--- config.mk ---
export PLATFORM = sky130hd
export DESIGN_NAME = pipe_skid_reg
export DESIGN_NICKNAME = d
export VERILOG_FILES = /design/src/rtl/pipe_skid_reg.sv
export SDC_FILE = /design/constraint.sdc
export NUM_CORES = 1
export LEC_CHECK = 0
export BUFFER_PORTS_ARGS = -buffer_cell sky130_fd_sc_hd__buf_4
export CELL_PAD_IN_SITES_DETAIL_PLACEMENT = 0
export CELL_PAD_IN_SITES_GLOBAL_PLACEMENT = 1
export CORE_MARGIN = 1.5
export CORE_UTILIZATION = 25
export CTS_BUF_LIST = sky130_fd_sc_hd__clkbuf_16
export DETAILED_ROUTE_END_ITERATION = 7
export GPL_TIMING_DRIVEN = 0
export PLACE_DENSITY_LB_ADDON = 0.1
export SYNTH_ARGS = -nofsm -noshare
export SYNTH_HDL_FRONTEND = slang
export SYNTH_SLANG_ARGS = --single-unit
--- constraint.sdc ---
create_clock -name clk -period 3.8 [get_ports clk]
set_clock_uncertainty 0.05 [all_clocks]
set_input_delay 0.38 -clock clk [delete_from_list [all_inputs] [get_ports clk]]
set_output_delay 0.38 -clock clk [all_outputs]
set_load 0.02 [all_outputs]
--- src/rtl/pipe_skid_reg.sv ---
// pipe_skid_reg: pipeline-stage register with valid/ready handshake and 2-entry skid buffer.
// Latency: 1 cycle in->out from EMPTY; 1 entry/cycle sustained while out_ready stays high.
// Backpressure: in_ready drops only when both main and skid hold entries (registered, no ready->ready path).
//
// Ports:
//   clk, reset            rising-edge clock; asynchronous active-low reset
//   flush                 synchronous flush, discards held entries and this cycle's input
//   in_valid/in_ready     upstream handshake; in_data carries FIELDS words of DATA_W bits
//   out_valid/out_ready   downstream handshake; out_data is the main register
//   occupancy             entries held (0..2)
//   stall_cnt, flush_cnt  saturating perf counters, present only when PIPE_SKID_PERF_EN is defined
//
// Optional feature macro: PIPE_SKID_PERF_EN (perf counters and their ports).

module pipe_skid_reg #(
  parameter int DATA_W            = 32,
  parameter int FIELDS            = 5,
  parameter bit FLUSH_CLEARS_DATA = 1'b1,
  parameter int CNT_W             = 16
) (
  input  logic                     clk,
  input  logic                     reset,
  input  logic                     flush,
  input  logic                     in_valid,
  output logic                     in_ready,
  input  logic [FIELDS*DATA_W-1:0] in_data,
  output logic                     out_valid,
  input  logic                     out_ready,
  output logic [FIELDS*DATA_W-1:0] out_data,
  output logic [1:0]               occupancy
`ifdef PIPE_SKID_PERF_EN
  ,
  output logic [CNT_W-1:0]         stall_cnt,
  output logic [CNT_W-1:0]         flush_cnt
`endif
);

  localparam int PW = FIELDS * DATA_W;

  // Encoding doubles as the occupancy count.
  typedef enum logic [1:0] {
    EMPTY = 2'd0,
    ONE   = 2'd1,
    FULL  = 2'd2
  } state_t;

  state_t          state, state_nxt;
  logic [PW-1:0]   main_q, skid_q;
  logic            in_fire, out_fire;
  logic            ld_main_in, ld_main_skid, ld_skid, clr_data;

  // Handshake outputs decode registered state only.
  assign in_ready  = (state != FULL);
  assign out_valid = (state != EMPTY);
  assign out_data  = main_q;
  assign occupancy = state;

  assign in_fire  = in_valid && in_ready;
  assign out_fire = out_valid && out_ready;

  always_ff @(posedge clk or negedge reset) begin
    if (!reset) begin
      state <= EMPTY;
    end else begin
      state <= state_nxt;
    end
  end

  always_comb begin
    state_nxt    = state;
    ld_main_in   = 1'b0;
    ld_main_skid = 1'b0;
    ld_skid      = 1'b0;
    clr_data     = 1'b0;
    if (flush) begin
      // Flush wins: any accepted input is dropped, held entries discarded.
      state_nxt = EMPTY;
      clr_data  = FLUSH_CLEARS_DATA;
    end else begin
      case (state)
        EMPTY: begin
          if (in_fire) begin
            state_nxt  = ONE;
            ld_main_in = 1'b1;
          end
        end
        ONE: begin
          if (in_fire && out_fire) begin
            ld_main_in = 1'b1;
          end else if (in_fire) begin
            state_nxt = FULL;
            ld_skid   = 1'b1;
          end else if (out_fire) begin
            state_nxt = EMPTY;
          end
        end
        FULL: begin
          // Skid entry is younger, so it moves up only after main leaves.
          if (out_fire) begin
            state_nxt    = ONE;
            ld_main_skid = 1'b1;
          end
        end
        default: state_nxt = EMPTY;
      endcase
    end
  end

  // Payload registers load only on the transitions above; main keeps stale data while EMPTY.
  always_ff @(posedge clk or negedge reset) begin
    if (!reset) begin
      main_q <= '0;
      skid_q <= '0;
    end else if (clr_data) begin
      main_q <= '0;
      skid_q <= '0;
    end else begin
      if (ld_main_in) begin
        main_q <= in_data;
      end else if (ld_main_skid) begin
        main_q <= skid_q;
      end
      if (ld_skid) begin
        skid_q <= in_data;
      end
    end
  end

`ifdef PIPE_SKID_PERF_EN
  // Saturating counters, cleared only by reset.
  always_ff @(posedge clk or negedge reset) begin
    if (!reset) begin
      stall_cnt <= '0;
      flush_cnt <= '0;
    end else begin
      if (out_valid && !out_ready && (stall_cnt != {CNT_W{1'b1}})) begin
        stall_cnt <= stall_cnt + CNT_W'(1);
      end
      if (flush && (state != EMPTY) && (flush_cnt != {CNT_W{1'b1}})) begin
        flush_cnt <= flush_cnt + CNT_W'(1);
      end
    end
  end
`endif

endmodule
### Yosys cells after proc, flatten, opt, wreduce, memory -nomap -nowiden

Cells that the tools add are included.

| storage, ports and cells | value |
|---|---|
| output and inout bits | 164 |
| logic and storage cells | 41 |
| ROM bits | 0 |
| latch bits | 0 |
| bits in writable memories | 0 |
| memories kept | 0 |
| flip-flop bits (word level) | 322 |

| cells by class | value |
|---|---|
| multiply operators | 0 |
| add/sub/neg operators | 0 |
| reduce and logical (&&, ||, !) cells | 8 |
| magnitude comparators | 0 |
| multiplexer cells | 23 |
| divide/modulo/power cells | 0 |
| eq/ne operators | 7 |
| bitwise logic cells | 0 |
| shift-type cells | 0 |

Operator list:

| operator | number |
|---|---|
| $mux 160 | 5 |
| $mux 2 | 6 |
| $mux 1 | 10 |
| $ne 3x3->1 const B | 3 |
| $pmux 2 s3 | 1 |
| $ne 4x4->1 const B | 1 |
| $reduce_and 4->1 | 1 |
| $reduce_bool 2->1 | 2 |
| $logic_and 1x1->1 | 3 |
| $reduce_bool 3->1 | 1 |
| $eq 2x1->1 const B | 1 |
| $eq 2x2->1 const B | 1 |
| $logic_not 2->1 | 1 |
| $ne 2x2->1 const B | 1 |
| $pmux 1 s2 | 1 |

### Longest topological paths before layout

| depth | value |
|---|---|
| word-level depth | 8 |
| gate-level depth with buffers | 7 |
| depth with buffers taken out | 4 |

### Least setup slack after synthesis

Ideal clock, no wire load.

| timing | value |
|---|---|
| kind | register to register |
| start point | register state[0] (netlist: occupancy[0]) |
| end point | register main_q[100] (netlist: out_data[100]) |
| slack | 1.969 ns |
| stages on the path, launching flop included | 7 |
| clock period less this slack | 1.831 ns |
| data required time | 3.672 ns |
| data arrival time | 1.704 ns |
| cell sequence | dfrtp_1 nand2b_1 a21boi_2 nor3_4 buf_2 buf_2 o2bb2ai_1 |

| on the way | value |
|---|---|
| cells in the longest elaborated chain, start to end | 8 |
| elaborated cells on any way between the ends | 18 |
| classes of those cells | 3 x eq/ne; 9 x mux; 6 x reduce/logical |

RTL lines:

| item | line | text |
|---|---|---|
| start, declared | 47 | `state_t state, state_nxt;` |
| start signal, assigned | 65 | `state <= state_nxt;` |
| $ne 2x2->1 * | 53 | `assign in_ready = (state != FULL);` |
| via in_ready | 25 | `output logic in_ready,` |
| $logic_and 1x1->1 * | 58 | `assign in_fire = in_valid && in_ready;` |
| $logic_and 1x1->1 | 88 | `if (in_fire && out_fire) begin` |
| $mux 1 | 88 |  |
| $pmux 1 s2 * | 80 | `case (state)` |
| $mux 1 * | 75 | `if (flush) begin` |
| $mux 160 | 118 | `if (ld_main_in) begin` |
| $mux 160 | 114 | `end else if (clr_data) begin` |
| end signal, assigned | 119 | `main_q <= in_data;` |
| end signal, assigned | 121 | `main_q <= skid_q;` |
| end, declared | 48 | `logic [PW-1:0] main_q, skid_q;` |

The timed path passes the listed nets; every way through them passes the cells marked *.
A chain may end at the register's enable or synchronous reset.

### Worst setup path in the final report

| timing | value |
|---|---|
| start point | register state[0] (netlist: occupancy[0]) |
| end point | register skid_q[95] |

| on the way | value |
|---|---|
| cells in the longest elaborated chain, start to end | 7 |
| elaborated cells on any way between the ends | 11 |
| classes of those cells | 2 x eq/ne; 4 x mux; 5 x reduce/logical |

RTL lines:

| item | line | text |
|---|---|---|
| $ne 2x2->1 or $reduce_bool 2->1 (tied branches) | 53, 54 |  |
| $logic_and 1x1->1, on equally long branches | 58, 59 |  |
| $mux 1 or $logic_and 1x1->1 (tied branches) | 90, 88 |  |
| $mux 1 | 88 |  |
| $mux 1 * | 80 |  |
| $mux 1 * | 75 |  |
| $reduce_bool 2->1 (no source line) * | -- |  |
| end signal, assigned | 124 | `skid_q <= in_data;` |
| end, declared | 48 |  |

Mark *: on every way between the ends. The rest lies on a longest branch, timed or not.

==> flow_metrics.py <==
metrics = {
    "run_status": {
        "status": "finished clean",
    },
    "finish": {
        "drive_above_1_share": 0.308,
        "fin_area_mm2": 0.0192,
        "n_antenna_cell": 0,
        "final_common_cell": "buf_4",
        "area_growth_syn_to_layout_pct": 47.1,
        "final_cell_mix": "buf_4 (334), dfrtp_1 (322), mux2i_1 (161), o2bb2ai_1 (160), a22o_1 (160)",
        "stdcell_count": 2140,
        "fillers": 5119,
        "multi_input_area_mm2": 0.00454,
        "ff_latch_area_mm2": 0.00806,
        "fin_nets": 1596,
    },
    "critical_path": {
        "critical_path_required_ns": 4.23,
        "crit_path_top_delay_cell": "clkbuf_1",
        "worst_setup_path_end_kind": "flop",
        "crit_path_max_fanout": 10,
        "path_class": "reg2reg",
        "startpoint_type": "flop",
        "cp-startpoint": "occupancy[0]",
        "critPathMaxStageDelay_ns": 0.70,
        "r2r-end": "skid_q[95]",
        "r2r.worst_path.cells": 5,
        "crit_chain": "nor2b_1 > a21oi_1 > clkbuf_1 > buf_2 > a22o_1",
        "r2r_slack_ns": 1.03,
        "r2r_start": "occupancy[0]",
        "arrival_ns": 3.20,
    },
    "global_route": {
        "grt_first_pass_wirelength_mm": 65.7,
        "antenna_found_initial": 1,
        "grt_use_total": 0.159,
        "grt_max_degree": 97,
        "grt_overflow": 0,
        "first_global_vias": 10600,
    },
    "drt": {
        "finalWirelength_mm": 42.9,
        "drc": 0,
        "drtAntennaViolNets": 0,
        "num_vias": 9858,
        "drtPass1Iterations": 6,
        "via_per_inst": 4.61,
        "drt_iter0_markers": 401,
        "routedWlPerCell_um": 20.0,
    },
    "floorplan": {
        "pin_count": 329,
        "die_h_um": 231,
        "die_x_um": 231,
        "core_mm2": 0.0514,
        "rows": 83,
        "dieArea_mm2": 0.0535,
        "start_util": 0.254,
    },
    "placed_design": {
        "dp_hpwl_mm": 28.2,
        "portBuffers": 327,
        "dp_slack_ns": 0.769,
        "gp_congestion": 0.727,
        "dp.cells": 1918,
        "place_area_mm2": 0.0164,
    },
    "hold_path": {
        "hold_depth": 2,
        "hold_start": "in_data[123]",
        "worst_hold_path_type": "in2reg",
        "min_to": "skid_q[123]",
    },
    "yosys": {
        "synth_area_leader_cell": "dfrtp_1",
        "synth_top_area_share": 0.618,
        "seq_area_frac_synth": 0.618,
        "synth_nets": 1073,
        "ys_types": 22,
        "yosys_warnings": 0,
        "postSynthAreaPerCell_um2": 14.4,
        "syn_area_mm2": 0.0130,
        "ys_seq_elements": 322,
        "syn_inst": 908,
        "synth_area_leaders": "dfrtp_1 (62%), mux2i_1 (12%), a22o_1 (11%), o2bb2ai_1 (11%), buf_2 (1.9%)",
    },
    "sta": {
        "worstMarginPinSlew_ns": 0.882,
        "finalCritPeriodShare": 0.730,
        "finalWorstSetupSlack_ns": 1.03,
        "slew_violations": 0,
        "max_freq_mhz": 360,
        "finalHoldViolations": 0,
        "rsz0062_at_grt": "false",
        "max-slew-margin-rel": 0.412,
        "final.min_clock_period_ns": 2.77,
        "fin_hold_ws_ns": 0.0350,
        "tns_ns": 0,
        "setup_viol": 0,
    },
    "power_and_ir_drop": {
        "p_sw_mw": 2.19,
        "combPwrFrac": 0.127,
        "pwr-share-clk": 0.442,
        "irDropWorstVdd_mv": 0.224,
        "pwr_density_cell_mw_per_mm2": 436,
        "cellLeakagePower_nw": 8.92,
        "p_int_mw": 6.18,
        "switching_share": 0.262,
        "seqPwrFrac": 0.432,
    },
    "clock_network": {
        "clk_latency_ns": 0.55,
        "cts_tree": "yes",
        "ctsResizeCount": 0,
        "post_cts_buffers": 0,
        "cts-root-buf": "clkbuf_16",
        "htree_levels": 2,
        "postCtsHoldBufs": 150,
        "cts_max_path_buffers": 3,
        "cts_made_buffers": 41,
        "clk_pin_slew_ns": 0.06,
        "cts_sinks": 322,
    },
    "job": {
        "maxCapViolCount": 0,
    },
}
## power groups by stage
stage                     registers (mW)  clock network [mW]  logic [mW]
after floorplan                     3.74                   0       0.360
after global placement              3.67                   0       0.942
final                               3.61                3.69        1.06
after CTS                           3.61                3.82        1.09
after global routing                3.62                3.95        1.15
after detailed placement            3.67                   0       0.954
## cell families after synthesis
family	synth area share
compound gates	0.218
buf+inv	0.0332
mux	0.124
flops	0.618
simple gates	0.00672
## metal layers
| layer | share of wire | wire [µm] | track usage | up-vias |
|---|---|---|---|---|
| met5 | 0 | 0 | 0 | - |
| met4 | 0.022 | 941 | 0.0515 | 0 |
| met3 | 0.058 | 2500 | 0.0352 | 55 |
| met2 | 0.44 | 18800 | 0.236 | 256 |
| met1 | 0.48 | 20700 | 0.229 | 4971 |
| li1 | - | - | - | 4576 |
## cell type report
type	instances	share of cell area
sequential	322	0.420
multi-input combinational	498	0.237
timing repair buffer	480	0.211
clock buffer	41	0.0535
tap	680	0.0444
buffer	87	0.0224
clock inverter	31	0.0112
inverter	1	0.000196
## Yosys cell counts
cell type / instances
nor3_4: 1
or2_2: 1
nand2b_4: 1
a22o_1: 160
a21boi_2: 1
nand2b_1: 2
dfrtp_1: 322
clkbuf_1: 27
nor2b_1: 2
mux2i_1: 161
a21oi_1: 2
nor2_1: 2
a211oi_1: 1
buf_2: 49
nor3_1: 1
clkbuf_4: 3
nand2_1: 1
o21bai_2: 1
inv_1: 1
nor3_2: 1
buf_4: 8
o2bb2ai_1: 160
## worst max-delay path by stage
stage / endpoint / slack [ns] / cells after the start
floorplan: out_data[100] / 1.97 / 6
global placement: out_data[141] / -1.15 / 1
detailed placement: skid_q[95] / 0.77 / 5
CTS: skid_q[76] / 0.74 / 5
global route: skid_q[69] / 0.64 / 5
finish: skid_q[95] / 1.03 / 5
## registers in the layout (all words and copies together), names as in the netlist
name / flops
skid_q: 160
out_data: 160
occupancy: 2
## critical path, delay by kind of cell, from the launching register on
| kind | cells | cell delay, ns |
|---|---|---|
| simple gates | 1 | 0.19 |
| compound gates | 2 | 0.88 |
| flops | 1 | 0.49 |
| buf+inv | 2 | 1.09 |
## per-stage QoR
stage	util	total power, mW
6_report	0.373	8.36
3_3_place_gp	0.318	4.61
4_1_cts	0.373	8.52
5_1_grt	0.373	8.72
2_1_floorplan	-	4.10
3_5_place_dp	0.320	4.62
(Power assumes the default switching activity.)
